[src/rtl/ps2_pkg.sv]
// rtl/ps2_pkg.sv - shared states, scan codes and event type for the PS/2 keyboard controller
package ps2_pkg;
    typedef enum logic [1:0] {IDLE, DATA, PARITY, STOP} ps2_state_t;

    localparam logic [7:0] SC_E0    = 8'hE0;
    localparam logic [7:0] SC_F0    = 8'hF0;
    localparam logic [7:0] SC_W     = 8'h1D;
    localparam logic [7:0] SC_A     = 8'h1C;
    localparam logic [7:0] SC_S     = 8'h1B;
    localparam logic [7:0] SC_D     = 8'h23;
    localparam logic [7:0] SC_SPACE = 8'h29;
    localparam logic [7:0] SC_ENTER = 8'h5A;
    localparam logic [7:0] SC_UP    = 8'h75;
    localparam logic [7:0] SC_LEFT  = 8'h6B;
    localparam logic [7:0] SC_DOWN  = 8'h72;
    localparam logic [7:0] SC_RIGHT = 8'h74;

    localparam int ACT_UP    = 0;
    localparam int ACT_LEFT  = 1;
    localparam int ACT_DOWN  = 2;
    localparam int ACT_RIGHT = 3;
    localparam int ACT_SPACE = 4;
    localparam int ACT_ENTER = 5;

    typedef struct packed {
        logic       ext;
        logic       brk;
        logic [7:0] code;
    } ps2_evt_t;

    // One-hot action bit for a decoded key; zero for keys that are not game actions.
    function automatic logic [5:0] act_mask(input logic ext, input logic [7:0] code);
        logic [5:0] m;
        m = '0;
        if (!ext) begin
            case (code)
                SC_W:     m[ACT_UP]    = 1'b1;
                SC_A:     m[ACT_LEFT]  = 1'b1;
                SC_S:     m[ACT_DOWN]  = 1'b1;
                SC_D:     m[ACT_RIGHT] = 1'b1;
                SC_SPACE: m[ACT_SPACE] = 1'b1;
                SC_ENTER: m[ACT_ENTER] = 1'b1;
                default:  ;
            endcase
        end else begin
            case (code)
                SC_UP:    m[ACT_UP]    = 1'b1;
                SC_LEFT:  m[ACT_LEFT]  = 1'b1;
                SC_DOWN:  m[ACT_DOWN]  = 1'b1;
                SC_RIGHT: m[ACT_RIGHT] = 1'b1;
                default:  ;
            endcase
        end
        return m;
    endfunction
endpackage

[src/rtl/ps2_event_fifo.sv]
// rtl/ps2_event_fifo.sv - first-word-fall-through key event FIFO with overflow pulse
module ps2_event_fifo
    import ps2_pkg::*;
#(
    parameter int DEPTH = 8
) (
    input  logic     clk,
    input  logic     rst_n,
    input  logic     wr_valid,
    input  ps2_evt_t wr_data,
    output logic     rd_valid,
    input  logic     rd_ready,
    output ps2_evt_t rd_data,
    output logic     ovf
);
    localparam int AW = $clog2(DEPTH);
    localparam logic [AW:0] FULL_CNT = (AW+1)'(DEPTH);

    ps2_evt_t      mem [DEPTH];
    logic [AW-1:0] wr_ptr, rd_ptr;
    logic [AW:0]   count;
    logic          full, pop, push;

    assign full     = (count == FULL_CNT);
    assign rd_valid = (count != '0);
    assign pop      = rd_valid && rd_ready;
    assign push     = wr_valid && (!full || pop);
    // Head is masked when empty so the outputs read 0 after reset.
    assign rd_data  = rd_valid ? mem[rd_ptr] : '0;

    always_ff @(posedge clk) begin
        if (push) mem[wr_ptr] <= wr_data;
    end

    always_ff @(posedge clk or negedge rst_n) begin
        if (!rst_n) begin
            wr_ptr <= '0;
            rd_ptr <= '0;
            count  <= '0;
            ovf    <= 1'b0;
        end else begin
            ovf <= wr_valid && full && !pop;
            if (push) wr_ptr <= wr_ptr + 1'b1;
            if (pop)  rd_ptr <= rd_ptr + 1'b1;
            case ({push, pop})
                2'b10:   count <= count + 1'b1;
                2'b01:   count <= count - 1'b1;
                default: ;
            endcase
        end
    end
endmodule

[src/rtl/ps2_kbd_controller.sv]
// rtl/ps2_kbd_controller.sv - PS/2 keyboard receiver, prefix decoder, action vector and event FIFO
module ps2_kbd_controller
    import ps2_pkg::*;
#(
    parameter int CLK_HZ      = 50_000_000,
    parameter int TIMEOUT_US  = 2000,
    parameter int FIFO_DEPTH  = 8,
    parameter int SYNC_STAGES = 2
) (
    input  logic       clk,
    input  logic       rst_n,
    input  logic       ps2_clk,
    input  logic       ps2_data,
    output logic       evt_valid,
    input  logic       evt_ready,
    output logic [7:0] evt_code,
    output logic       evt_ext,
    output logic       evt_break,
    output logic [5:0] acoes,
    output logic       frame_err,
    output logic       fifo_ovf
);
    localparam int TIMEOUT_CYC = CLK_HZ / 1_000_000 * TIMEOUT_US;
    localparam int WD_W = $clog2(TIMEOUT_CYC + 1);
    localparam logic [WD_W-1:0] WD_LAST = WD_W'(TIMEOUT_CYC - 1);

    logic [SYNC_STAGES-1:0] clk_sync, data_sync;
    logic                   clk_prev, fall, data_s;
    ps2_state_t             state, state_n;
    logic [2:0]             bitcnt;
    logic [7:0]             shreg, byte_q;
    logic                   par, byte_vld, ext_f, brk_f;
    logic [WD_W-1:0]        wdog;
    logic                   timeout, frame_ok, err_c, emit;
    logic [5:0]             mask;
    ps2_evt_t               wr_evt, rd_evt;

    assign data_s   = data_sync[SYNC_STAGES-1];
    assign fall     = clk_prev && !clk_sync[SYNC_STAGES-1];
    assign timeout  = (state != IDLE) && !fall && (wdog == WD_LAST);
    assign frame_ok = data_s && (^{shreg, par});

    // Synchronisers idle high so releasing reset never fakes a falling edge.
    always_ff @(posedge clk or negedge rst_n) begin
        if (!rst_n) begin
            clk_sync  <= '1;
            data_sync <= '1;
            clk_prev  <= 1'b1;
        end else begin
            clk_sync  <= {clk_sync[SYNC_STAGES-2:0], ps2_clk};
            data_sync <= {data_sync[SYNC_STAGES-2:0], ps2_data};
            clk_prev  <= clk_sync[SYNC_STAGES-1];
        end
    end

    always_comb begin
        state_n = state;
        err_c   = 1'b0;
        if (timeout) begin
            state_n = IDLE;
            err_c   = 1'b1;
        end else if (fall) begin
            case (state)
                IDLE:    if (!data_s) state_n = DATA;
                DATA:    if (bitcnt == 3'd7) state_n = PARITY;
                PARITY:  state_n = STOP;
                STOP: begin
                    state_n = IDLE;
                    err_c   = !frame_ok;
                end
                default: state_n = IDLE;
            endcase
        end
    end

    always_ff @(posedge clk or negedge rst_n) begin
        if (!rst_n) begin
            state     <= IDLE;
            bitcnt    <= '0;
            shreg     <= '0;
            par       <= 1'b0;
            wdog      <= '0;
            byte_vld  <= 1'b0;
            byte_q    <= '0;
            frame_err <= 1'b0;
        end else begin
            state     <= state_n;
            frame_err <= err_c;
            byte_vld  <= fall && (state == STOP) && frame_ok;
            wdog      <= (fall || state_n == IDLE) ? '0 : wdog + 1'b1;
            if (fall) begin
                case (state)
                    IDLE:   bitcnt <= '0;
                    DATA: begin
                        shreg  <= {data_s, shreg[7:1]};
                        bitcnt <= bitcnt + 1'b1;
                    end
                    PARITY: par <= data_s;
                    STOP:   byte_q <= shreg;
                    default: ;
                endcase
            end
        end
    end

    assign emit   = byte_vld && (byte_q != SC_E0) && (byte_q != SC_F0);
    assign wr_evt = {ext_f, brk_f, byte_q};
    assign mask   = act_mask(ext_f, byte_q);

    // A watchdog abort leaves the prefix flags alone so a half-sent sequence can still complete.
    always_ff @(posedge clk or negedge rst_n) begin
        if (!rst_n) begin
            ext_f <= 1'b0;
            brk_f <= 1'b0;
            acoes <= '0;
        end else if (byte_vld) begin
            if (byte_q == SC_E0) begin
                ext_f <= 1'b1;
            end else if (byte_q == SC_F0) begin
                brk_f <= 1'b1;
            end else begin
                ext_f <= 1'b0;
                brk_f <= 1'b0;
                acoes <= brk_f ? (acoes & ~mask) : (acoes | mask);
            end
        end
    end

    ps2_event_fifo #(.DEPTH(FIFO_DEPTH)) u_fifo (
        .clk      (clk),
        .rst_n    (rst_n),
        .wr_valid (emit),
        .wr_data  (wr_evt),
        .rd_valid (evt_valid),
        .rd_ready (evt_ready),
        .rd_data  (rd_evt),
        .ovf      (fifo_ovf)
    );

    assign evt_code  = rd_evt.code;
    assign evt_ext   = rd_evt.ext;
    assign evt_break = rd_evt.brk;
endmodule

[config.mk]
export PLATFORM = sky130hd
export DESIGN_NAME = ps2_kbd_controller
export DESIGN_NICKNAME = d
export VERILOG_FILES = /design/src/rtl/ps2_pkg.sv /design/src/rtl/ps2_event_fifo.sv /design/src/rtl/ps2_kbd_controller.sv
export SDC_FILE = /design/constraint.sdc
export NUM_CORES = 1
export LEC_CHECK = 0
export ABC_AREA = 0
export BUFFER_PORTS_ARGS = -buffer_cell sky130_fd_sc_hd__buf_4
export CAP_MARGIN = 5
export CORE_ASPECT_RATIO = 0.9
export CORE_UTILIZATION = 66
export CTS_CLUSTER_DIAMETER = 40
export DETAILED_ROUTE_END_ITERATION = 10
export PLACE_DENSITY = 0.84
export SLEW_MARGIN = 20
export SYNTH_ARGS = -nofsm -noshare
export SYNTH_HDL_FRONTEND = slang
export SYNTH_SLANG_ARGS = --single-unit
[constraint.sdc]
create_clock -name clk -period 6.51 [get_ports clk]
set_clock_uncertainty 0.15 [all_clocks]
set_input_delay 0.9765 -clock clk [delete_from_list [all_inputs] [get_ports clk]]
set_output_delay 0.9765 -clock clk [all_outputs]
set_load 0.01 [all_outputs]
======== After elaboration in Yosys (flattened, before gate mapping) ========
Memories as Yosys holds them, arrays and structs flattened.
Index checks and enable logic that the tools add are counted.
operators by class
  add/subtract/negate cells ............... 6
  multipliers ............................. 0
  divide/modulo/power cells ............... 0
  $lt $le $gt $ge ......................... 0
  equal/unequal tests ..................... 23
  shift-type cells ........................ 0
  multiplexer cells ....................... 30
  bitwise gates (word level) .............. 5
  reduce and logical (&&, ||, !) cells .... 33
operators by type and width
  cell                                                                   count
  8-bit by 7-bit equality test with 1-bit output, second input constant  5
  8-bit by 5-bit equality test with 1-bit output, second input constant  3
  1-bit 2-to-1 mux                                                       18
  17-bit by 1-bit adder with 17-bit output, second input constant        1
  17-bit equality test, second input constant                            1
  17-bit 2-to-1 mux                                                      1
  8-bit by 6-bit equality test with 1-bit output, second input constant  2
  8-bit equality test, second input constant                             2
  8-bit inequality test, second input constant                           2
  1-bit logical AND                                                      12
  2-bit AND reduction                                                    6
  10-bit 2-to-1 mux                                                      1
  2-bit 2-to-1 mux                                                       5
  3-bit by 1-bit adder with 3-bit output, second input constant          3
  9-bit XOR reduction                                                    1
  2-bit case mux with 4 select lines                                     1
  4-bit case mux with 2 select lines                                     1
  6-bit AND                                                              1
  2-bit equality test, second input constant                             3
  6-bit 2-to-1 mux                                                       1
  6-bit inverter                                                         1
  6-bit OR                                                               1
  3-bit case mux with 2 select lines                                     1
  2-bit nonzero test                                                     3
  13 further kinds                                                       21
word-level totals
  bits in registers ....................... 65
  bits in latches ......................... 0
  memory bits (writable) .................. 80
  bits in read-only memories .............. 0
  output and inout port bits .............. 19
  logic and storage cells ................. 116
  memories kept ........................... 1
memory list
  name        depth  bits a word  read ports  clocked after memory_dff  wr ports  line                  text
  u_fifo.mem  8      10           1           0                         1         ps2_event_fifo.sv:19  ps2_evt_t mem [DEPTH];

======== Logic depth before layout (Yosys ltp) ========
Gate-level depths: netlist of run 1.
  depth in word-level cells ............... 9
  mapped depth ............................ 10

======== Cells and area by module ========
From an unflattened synthesis of run 1, not the netlist that was laid out.
second synthesis, totals
  cell total of the unflattened synthesis .. 470
  area, all modules ....................... 6496.2 um^2
by module, submodules not included
  module              times used  cells each  area an instance (um^2)  sequential area each (um^2)
  ps2_event_fifo      1           238         3915.0                   2677.6
  ps2_kbd_controller  1           232         2581.2                   1357.6

======== Least setup slack after synthesis of run 1 ========
Ideal clock, no wire load.
  path kind ............................... input to register
  start point ............................. in evt_ready
  end point ............................... mem u_fifo.mem[0][0] (netlist name) (enable)
  arrival ................................. 2.234 ns
  data required time ...................... 5.970 ns
  path slack .............................. 3.736 ns
  cell stages on the path ................. 4
  path through ............................ nor4_1 a21oi_2 nand2b_1 nor3_1
between the ends
  word-level cells in the longest chain between the ends .. 5
RTL lines
  what                                    line                      text
  start: declaration                      ps2_kbd_controller.sv:15  input logic evt_ready,
  1-bit logical AND                       ps2_event_fifo.sv:26      assign pop = rd_valid && rd_ready;
  1-bit logical OR                        ps2_event_fifo.sv:27      assign push = wr_valid && (!full || pop);
  1-bit logical AND                       ps2_event_fifo.sv:27
  1-bit 2-to-1 mux                        ps2_event_fifo.sv:32      if (push) mem[wr_ptr] <= wr_data;
  1-bit 2-to-1 mux (implied by the code)  ps2_event_fifo.sv:32
  end: declaration                        ps2_event_fifo.sv:19
Every way passes these cells.

======== Worst setup path after layout of run 1 ========
  start point ............................. reg u_fifo.rd_ptr[0]
  end point ............................... out evt_code[7]
between the ends
  word-level cells in the longest chain between the ends .. 2
RTL lines
  what                      line                      text
  start: declaration        ps2_event_fifo.sv:20      logic [AW-1:0] wr_ptr, rd_ptr;
  start signal: assignment  ps2_event_fifo.sv:44      if (pop) rd_ptr <= rd_ptr + 1'b1;
  memory 8 x 10 bit         --
  10-bit 2-to-1 mux         ps2_event_fifo.sv:29      assign rd_data = rd_valid ? mem[rd_ptr] : '0;
  end: declaration          ps2_kbd_controller.sv:16  output logic [7:0] evt_code,
Every way passes these cells.

==> results of run 1 <==
==> logic make-up after synthesis <==
kind of cell | count (synthesis) | share of synthesized area, %
xor gates and xnor gates | 30 | 4.48
AOI/OAI and AO/OA | 26 | 3.27
adders and majority gates | 8 | 1.75
buffers and inverters | 22 | 1.44
DFF | 145 | 65.4
muxes | 53 | 13.1
and+or+nand+nor | 127 | 10.5
==> cell type report <==
type / instances / share of cell area, %
Multi-Input combinational cell: 244 / 29.0
Tap cell: 122 / 2.15
Clock buffer: 17 / 5.84
Clock inverter: 15 / 2.91
Sequential cell: 145 / 56.9
Timing Repair Buffer: 25 / 2.65
Inverter: 11 / 0.582
==> cell usage in the layout (no fill, tap or decap), types with 3 or more instances in the layout <==
| cell | n |
|---|---|
| a21oi_1 | 7 |
| buf_4 | 25 |
| bufinv_16 | 4 |
| clkbuf_16 | 16 |
| clkinv_4 | 3 |
| dfrtp_1 | 60 |
| dfstp_2 | 5 |
| edfxtp_1 | 80 |
| ha_1 | 7 |
| inv_1 | 10 |
| inv_6 | 4 |
| mux2_2 | 17 |
| mux2i_1 | 14 |
| mux4_2 | 20 |
| nand2_1 | 23 |
| nand2b_1 | 6 |
| nand3_1 | 15 |
| nand4_1 | 4 |
| nor2_1 | 45 |
| nor2b_1 | 3 |
| nor3_1 | 5 |
| nor3b_1 | 3 |
| nor4_1 | 4 |
| o21ai_0 | 8 |
| xnor2_1 | 19 |
| xor2_1 | 10 |
==> stage by stage <==
stage	setup slack [ns]	hold slack, ns	instance area, sq um	power (mW)
after floorplan	3.74	0.195	6170	1.84
after global placement	3.36	0.198	6470	2.04
after detailed placement	3.27	0.199	6470	2.09
after CTS	2.74	0.208	7090	3.10
after global routing	2.61	0.209	7090	3.22
final	2.80	0.207	7090	3.08
==> how the worst min path moves through the flow <==
stage / from / end / cells after the start
floorplan: clk_sync[0] / clk_sync[1] / 0
global placement: clk_sync[0] / clk_sync[1] / 0
detailed placement: clk_sync[0] / clk_sync[1] / 0
CTS: clk_sync[0] / clk_sync[1] / 0
global route: clk_sync[0] / clk_sync[1] / 0
finish: clk_sync[0] / clk_sync[1] / 0
==> sequential cells by signal, indices dropped and copies added (netlist names), 2 cells and up, named ones only <==
signal	flops
u_fifo.rd_ptr	3
clk_sync	2
bitcnt	3
byte_q	8
wdog	17
u_fifo.mem	80
u_fifo.count	4
data_sync	2
state	2
shreg	8
u_fifo.wr_ptr	3
==> layer usage <==
metal / up-vias / routed length [um]
met5: - / 0
met4: 0 / 250
met3: 22 / 490
met2: 119 / 5950
met1: 1791 / 4620
li1: 1586 / -
==> report_power, final <==
part / switching, mW / leakage [nW] / internal (mW)
registers: 0.242 / 1.57 / 1.12
clock network: 0.378 / 0.299 / 0.627
logic: 0.300 / 0.893 / 0.415
total: 0.919 / 2.76 / 2.16
==> summary.txt, run 1 <==
Status
  – Run status: completed

Yosys
  – Most instantiated cells after synthesis: edfxtp_1 (80), dfrtp_1 (60), nor2_1 (46)
  – Synth top area cells: edfxtp_1 (39%), dfrtp_1 (24%), mux4_2 (7.3%)
  – Async set-reset flop share out of synthesis: 44.8%
  – Syn nets: 424
  – Synthesized instance count: 411
  – Cell taking the most area after synthesis: edfxtp_1
  – Synth top area share: 39.0%
  – Seq cells post-synth: 145
  – Synth warn: 0
  – Synth cell types: 53
  – Top FF cell, synth: edfxtp_1
  – Synth Cell Area: 0.00617 sq mm
  – Seq/Total Area, Yosys: 65.4%
  – Post-synth EDFFs: 80
  – Avg Inst Size Synth: 15.0 sq um
  – Count leader, synth: edfxtp_1

Drt
  – Wirelength per Cell: 19.5 um
  – Detailed Routing Iterations Pass 1: 5
  – Total number of vias: 3518
  – Remaining DRCs: 0
  – Drt first-iter violations: 228
  – WL final: 11300 um
  – Antenna-violating nets left: 0
  – Drt via density: 6.08

Floorplanning
  – Die Y: 93.7 um
  – Die area: 0.00973 sq mm
  – CORE AREA: 0.00908 sq mm
  – Starting density of the core: 67.9%
  – I/O pin total: 24
  – Row count: 33
  – Die W: 104 um

Clocking
  – Post-CTS Hold Buffers: 0
  – CTS clk-pin slew, worst paths: 0.06 ns
  – H-tree depth: 4
  – TritonCTS clock tree: done
  – Post-cts sizing count: 0
  – Post-CTS Setup Bufs: 0
  – # clock sinks: 145
  – Worst-Skew Late Latency: 0.52 ns
  – Cts bufs inserted: 17
  – Clock buffer depth: 2
  – Root Buffer: clkbuf_8

Placement
  – Placed cells: 547
  – DP HPWL: 6970 um
  – PortBufs: 23
  – Placer Congestion: 0.776

GRT
  – Gr ovfl total: 0
  – Met3 Use GR: 5.55%
  – Initial antenna violation count: 0
  – Largest net degree at the start of global routing: 66
  – Vias in the first global route: 3558
  – First-pass GRT wire length: 18300 um
  – Tot GR Track Use: 25.7%
  – GRT met1 Usage: 32.0%
  – Met2 usage: 43.5%
  – Top Usage Layer GRT: met2

Timing
  – Hold Vio Cnt, Final: 0
  – Slew headroom: 28.5%
  – Final period util: 56.9%
  – RSZ-0062 raised after global routing: false
  – Worst slew pin tran: 1.07 ns
  – Slew Limit Fails: 0
  – Fmax: 270 MHz
  – # setup viols final: 0
  – Setup TNS Final: 0 ns
  – Final min period: 3.71 ns

Critical path
  – Crit path required time: 5.38 ns
  – Arrival time worst endpoint: 2.58 ns
  – Critical Path End: evt_code[7]
  – Largest stage delay, worst path: 0.75 ns
  – Crit path max-delay family: flip-flops
  – R2R cell count: 5
  – Crit path max fanout: 12
  – R2R Path End: u_fifo.mem[4][6]
  – Cell mode on critical path: buf_4
  – Critical Path Start: u_fifo.rd_ptr[0]
  – CP bufs+invs: 2
  – Crit start category: register
  – Slowest-stage cell, CP: dfrtp_1
  – Worst-path cell chain: buf_4 -> mux4_2 -> mux2i_1 -> nor2_1 -> buf_4
  – Worst R2R Setup Slack: 3.55 ns
  – WP depth: 5
  – Setup CP Type: reg2out
  – Crit path capture type: primary output
  – Reg2reg start: byte_q[3]

Final layout
  – Proportion of layout cells with a drive suffix above 1: 24.9%
  – FILL cells: 509
  – Final Instance Count excl. Fillers: 579
  – Nets: 457
  – Seq. cell area: 0.00404 sq mm
  – Fin util: 78.1%
  – Multi-input gate area: 0.00205 sq mm
  – Synthesis-to-layout area growth: 15.0%
  – ANT cells: 0

Power and ir drop
  – Peak VDD IR: 271 uV
  – PwrDens: 434 mW/mm^2
  – Leakage power: 2.76 nW

Job
  – # Max-Cap Violations: 0

Hold path
  – Worst Hold Class: reg2reg
Power figures use the tool's default switching activity.
==> inputs of run 2 (changes only) <==
ABC_AREA = 1   (was 0)
CORE_UTILIZATION = 61   (was 66)
PLACE_DENSITY = 0.79   (was 0.84)
clock period = 3.8 ns   (was 6.51 ns; I/O delays follow)
==> run 2 against run 1 <==
Register-to-register slack got worse by 2.6 ns. Via count increased by 29%. Cell count increased by 38%. Power rose by 84%. Sequential power grew 68%. Die area rose by 12%. Hold slack lost 0.14 ns. Critical path depth grew 2. Sequential share of layout area shrank 1.6 points. Critical path type unchanged. Setup slack lost 2.2 ns. Flip-flop and latch count stayed put. Synthesized cell count up 53%. Highest routed layer unchanged.
==> summary.txt, run 2 <==
Floorplanning
  – Die W: 110 um
  – Die Y: 99.1 um
  – Row count: 35
  – Die area: 0.0109 sq mm
  – I/O pin total: 24
  – Starting density of the core: 62.6%
  – CORE AREA: 0.0102 sq mm

Drt
  – Drt via density: 5.64
  – Remaining DRCs: 0
  – Drt first-iter violations: 328
  – WL final: 13200 um
  – Antenna-violating nets left: 0
  – Detailed Routing Iterations Pass 1: 5
  – Total number of vias: 4521
  – Wirelength per Cell: 16.5 um

Final layout
  – ANT cells: 0
  – FILL cells: 716
  – Commonest non-fill, non-tap cell in the layout: nor2_1
  – Largest regs: u_fifo.mem: 80 flops, wdog: 17 flops
  – Fin util: 71.5%
  – Commonest non-fill, non-tap cells in the layout: nor2_1 (140), nand2_1 (92), edfxtp_1 (80)
  – Reg with most FFs: u_fifo.mem
  – Max reg flops: 80
  – Proportion of layout cells with a drive suffix above 1: 11.3%
  – Nets: 672
  – Final Instance Count excl. Fillers: 801
  – Synthesis-to-layout area growth: 14.2%

Yosys
  – Post-synth EDFFs: 80
  – Synth top area cells: edfxtp_1 (38%), dfrtp_1 (24%), nor2_1 (8.2%)
  – Most instantiated cells after synthesis: nor2_1 (140), nand2_1 (92), edfxtp_1 (80)
  – Seq cells post-synth: 145
  – Top FF cell, synth: edfxtp_1
  – Synthesized instance count: 629
  – Cell taking the most area after synthesis: edfxtp_1
  – Synth warn: 0
  – Async set-reset flop share out of synthesis: 44.8%
  – Synth top area share: 37.6%
  – Count leader, synth: nor2_1
  – Syn nets: 642
  – Synth cell types: 34
  – Avg Inst Size Synth: 10.2 sq um
  – Synth Cell Area: 0.00638 sq mm
  – Seq/Total Area, Yosys: 63.2%

Timing
  – # setup viols final: 0
  – Setup TNS Final: 0 ns
  – Slew Limit Fails: 0
  – WHS: 0.0699 ns
  – RSZ-0062 raised after global routing: false
  – Final period util: 83.1%
  – Worst slew pin tran: 0.924 ns
  – Hold Vio Cnt, Final: 0
  – Fmax: 317 MHz
  – Slew headroom: 38.3%
  – Final min period: 3.16 ns

Clocking
  – Post-cts sizing count: 0
  – Post-CTS Setup Bufs: 0
  – Post-CTS Hold Buffers: 0
  – Clock buffer depth: 2
  – TritonCTS clock tree: done
  – Root Buffer: clkbuf_16
  – Worst-Skew Late Latency: 0.42 ns
  – Cts bufs inserted: 17
  – CTS clk-pin slew, worst paths: 0.06 ns
  – # clock sinks: 145
  – H-tree depth: 4

GRT
  – First-pass GRT wire length: 21300 um
  – Gr ovfl total: 0
  – Largest net degree at the start of global routing: 66
  – Vias in the first global route: 4491
  – Initial antenna violation count: 0
  – Tot GR Track Use: 26.6%

Placement
  – Placed cells: 769
  – DP HPWL: 8280 um
  – PortBufs: 23
  – Placer Congestion: 0.959

Critical path
  – Setup CP Type: reg2out
  – Crit start category: register
  – Arrival time worst endpoint: 2.44 ns
  – Crit path required time: 3.08 ns
  – Crit path max fanout: 28
  – Crit path capture type: primary output

Power and ir drop
  – Sw Ratio: 35.9%
  – PwrDens: 777 mW/mm^2
  – Tot Pwr: 5.66 mW
  – Peak VDD IR: 454 uV
  – Logic pwr share: 29.2%
  – Sequential power share: 40.5%
  – Net Sw Power: 2.03 mW
  – Clk network pwr share: 30.3%
  – Leakage power: 3.00 nW
  – Int Pwr: 3.63 mW

Job
  – # Max-Cap Violations: 0

Status
  – Run status: completed

Hold path
  – Worst Hold Class: in2async
==> run 2: kinds of logic (layout without fill, tap and decap cells) <==
family,Yosys count,count (layout),share of synthesized area (%)
DFF,145,145,63.2
AOI/OAI and AO/OA,91,91,8.62
xor gates and xnor gates,27,27,3.70
adders and majority gates,8,8,1.69
and+or+nand+nor,278,278,17.8
buffers and inverters,80,123,5.00
==> run 2: critical path, cell delays in order (launching register included) <==
cell	delay, ns
dfrtp_1	0.37
inv_1	0.67
buf_4	0.29
nor2_1	0.06
o32ai_1	0.28
nor2_1	0.07
nor2_1	0.14
buf_4	0.14
==> run 2: final cells by class <==
type	count	area, sq um	area share [%]
flip-flops and latches	145	4040	55.3
multi-input cells	404	2030	27.8
clock buffers	18	429	5.89
repair buffers	31	233	3.19
inverters	60	225	3.09
clock inverters	14	178	2.44
well taps	129	161	2.21
==> run 2: metal layers <==
metal  up-vias  track usage, %  wire length, um  share of wire, %
met5         -               0                0                 0
met1      2139            34.2             5510                42
met3        30            5.69              827               6.3
li1       2175               -                -                 -
met4         0            11.3              259               2.0
met2       177            43.8             6620                50
==> run 2: per-stage QoR <==
step / worst slack [ns] / instance area (sq um)
global route: 0.457 / 7290
finish: 0.643 / 7290
CTS: 0.631 / 7290
floorplan: 1.44 / 6380
detailed placement: 1.01 / 6690
global placement: 1.12 / 6690
==> run 2: path summary, 6_finish.rpt <==
check                                   end  depth (start not counted)  slack [ns]              from
setup / recovery                  evt_break                          7        0.64  u_fifo.rd_ptr[0]
hold / removal             u_fifo.rd_ptr[2]                          1        0.07             rst_n
setup reg to reg            u_fifo.count[3]                         15        0.94   u_fifo.count[0]
hold reg to reg                 clk_sync[1]                          0        0.20       clk_sync[0]
max in group asynchronous         byte_q[0]                          1        2.88             rst_n
min in group clk               data_sync[0]                          1        0.10          ps2_data
==> run 2: power by group through the flow <==
stage          combinational, mW  clock [mW]  sequential (mW)
6_report                    1.65        1.72             2.29
5_1_grt                     1.88        1.79             2.33
4_1_cts                     1.66        1.72             2.29
3_5_place_dp                1.62           0             2.31
3_3_place_gp                1.56           0             2.29
2_1_floorplan               1.22           0             2.15
==> inputs of run 3 (changes only) <==
clock period = 3.2 ns   (was 3.8 ns; I/O delays follow)
==> run 3 against run 2 <==
The run now ends with negative hold slack left. Flip-flop and latch count did not move. Combinational power rose by 22%. Critical path depth did not move. Register-to-register slack got worse by 0.45 ns. First-iteration DRC count up 2.4%.
==> summary.txt, run 3 (synthesis results as in run 2) <==
Status
  – Run status: finished, violations left
  – Violations in the final reports: negative hold slack

Timing
  – Worst slew pin tran: 0.803 ns
  – Fmax: 369 MHz
  – Setup TNS Final: 0 ns
  – WHS: -0.0136 ns
  – # setup viols final: 0
  – Final min period: 2.71 ns
  – Slew headroom: 46.5%
  – RSZ-0062 raised after global routing: false
  – Slew Limit Fails: 0
  – Final period util: 84.6%
  – Hold Vio Cnt, Final: 5
  – Final WS setup: 0.492 ns

Drt
  – Total number of vias: 4532
  – Remaining DRCs: 0
  – Wirelength per Cell: 16.5 um
  – WL final: 13300 um
  – Detailed Routing Iterations Pass 1: 5
  – Drt via density: 5.62
  – Drt first-iter violations: 336
  – Antenna-violating nets left: 0

Critical path
  – Arrival time worst endpoint: 2.08 ns
  – R2R cell count: 15
  – Setup CP Type: reg2out
  – Largest stage delay, worst path: 0.38 ns
  – Cell mode on critical path: nor2_1
  – Crit path required time: 2.57 ns
  – Crit path max fanout: 41
  – R2R Path End: u_fifo.count[3]
  – Crit start category: register
  – Crit path capture type: primary output
  – Reg2reg start: byte_q[7]
  – Worst-path cell chain: inv_1 -> buf_4 -> nor2_1 -> o32ai_1 -> nor2_1 -> nor2_1 -> buf_4
  – Slowest-stage cell, CP: dfrtp_1
  – Worst R2R Setup Slack: 0.49 ns

Power and ir drop
  – PwrDens: 916 mW/mm^2
  – Leakage power: 3.04 nW
  – Tot Pwr: 6.73 mW
  – Peak VDD IR: 607 uV

Final layout
  – FILL cells: 720
  – Nets: 677
  – Fin util: 72.0%
  – Commonest non-fill, non-tap cells in the layout: nor2_1 (140), nand2_1 (92), edfxtp_1 (80)
  – Largest regs: u_fifo.mem: 80 flops, wdog: 17 flops
  – Max reg flops: 80
  – ANT cells: 0
  – Synthesis-to-layout area growth: 15.0%
  – Reg with most FFs: u_fifo.mem
  – Proportion of layout cells with a drive suffix above 1: 12.0%
  – Fin area: 0.00734 sq mm
  – Commonest non-fill, non-tap cell in the layout: nor2_1

Hold path
  – Worst Hold Class: in2async

GRT
  – Tot GR Track Use: 26.7%
  – Gr ovfl total: 0
  – Vias in the first global route: 4334
  – First-pass GRT wire length: 21500 um
  – Initial antenna violation count: 0
  – Largest net degree at the start of global routing: 66

Floorplanning
  – Row count: 35
  – Die area: 0.0109 sq mm
  – Starting density of the core: 62.6%
  – I/O pin total: 24
  – CORE AREA: 0.0102 sq mm
  – Die Y: 99.1 um
  – Die W: 110 um

Placement
  – Setup WS pre-CTS: 0.562 ns
  – PortBufs: 23
  – DP HPWL: 8350 um
  – Placer Congestion: 0.862
  – Dpl cell area: 0.00672 sq mm

Clocking
  – Clock buffer depth: 2
  – Cts bufs inserted: 17
  – Worst-Skew Late Latency: 0.41 ns
  – Post-CTS Hold Buffers: 0
  – CTS clk-pin slew, worst paths: 0.06 ns
  – TritonCTS clock tree: done
  – Post-cts sizing count: 0
  – Root Buffer: clkbuf_16
  – Post-CTS Setup Bufs: 0
  – H-tree depth: 4
  – # clock sinks: 145

Job
  – # Max-Cap Violations: 0
## run 3: cell types whose count changed in the layout (fill, tap and decap cells not counted)
| cell | previous run | this run |
|---|---|---|
| buf_4 | 31 | 36 |
| clkbuf_1 | 1 | 0 |
| clkinv_1 | 0 | 1 |
| clkinv_2 | 2 | 0 |
| clkinv_4 | 1 | 2 |
| clkinvlp_4 | 3 | 1 |
| inv_6 | 4 | 5 |
| inv_8 | 1 | 3 |
## run 3: layout make-up
class	instances	area, sq um	area share (%)
sequential	145	4040	54.9
multi-input combinational	404	2030	27.6
clock buffer	17	425	5.79
timing repair buffer	36	270	3.68
inverter	60	225	3.07
clock inverter	15	196	2.67
tap	129	161	2.20
## run 3: through the flow
step | hold WS, ns | instances
2_1_floorplan | 0.0344 | 629
3_3_place_gp | 0.196 | 774
3_5_place_dp | 0.199 | 774
4_1_cts | 0.00967 | 806
5_1_grt | 0.00732 | 806
6_report | -0.0136 | 806
## run 3: layer usage
layer  wire (um)  up-vias  part of all wire, %  track usage (%)
met5           0        -                    0                0
met4         221        0                  1.7             8.82
met3         766       20                  5.8             5.89
met2        6850      155                   52             44.8
met1        5460     2176                   41             34.3
li1            -     2181                    -                -
## run 3: worst max-delay path by stage
stage / to / slack [ns] / startpoint
final: evt_code[3] / 0.49 / u_fifo.rd_ptr[0]
after global routing: u_fifo.count[3] / 0.31 / byte_q[0]
after CTS: evt_code[3] / 0.44 / u_fifo.rd_ptr[0]
after detailed placement: u_fifo.count[3] / 0.56 / byte_q[0]
after global placement: u_fifo.count[3] / 0.72 / byte_q[4]
after floorplan: u_fifo.mem[4][0] / 0.84 / byte_q[4]
## run 3: power breakdown
part	switching, mW	internal (mW)	leakage (nW)	total [mW]
Sequential	0.350	2.30	1.57	2.65
Clock	0.812	1.25	0.303	2.07
Combinational	1.24	0.770	1.17	2.01
Total	2.40	4.33	3.04	6.73
## run 3: worst max-delay path, delay by kind of cell (launching register included)
family | cells | cell delay, ns
buffers and inverters | 3 | 0.58
DFF | 1 | 0.38
AOI/OAI and AO/OA | 1 | 0.36
and+or+nand+nor | 3 | 0.32
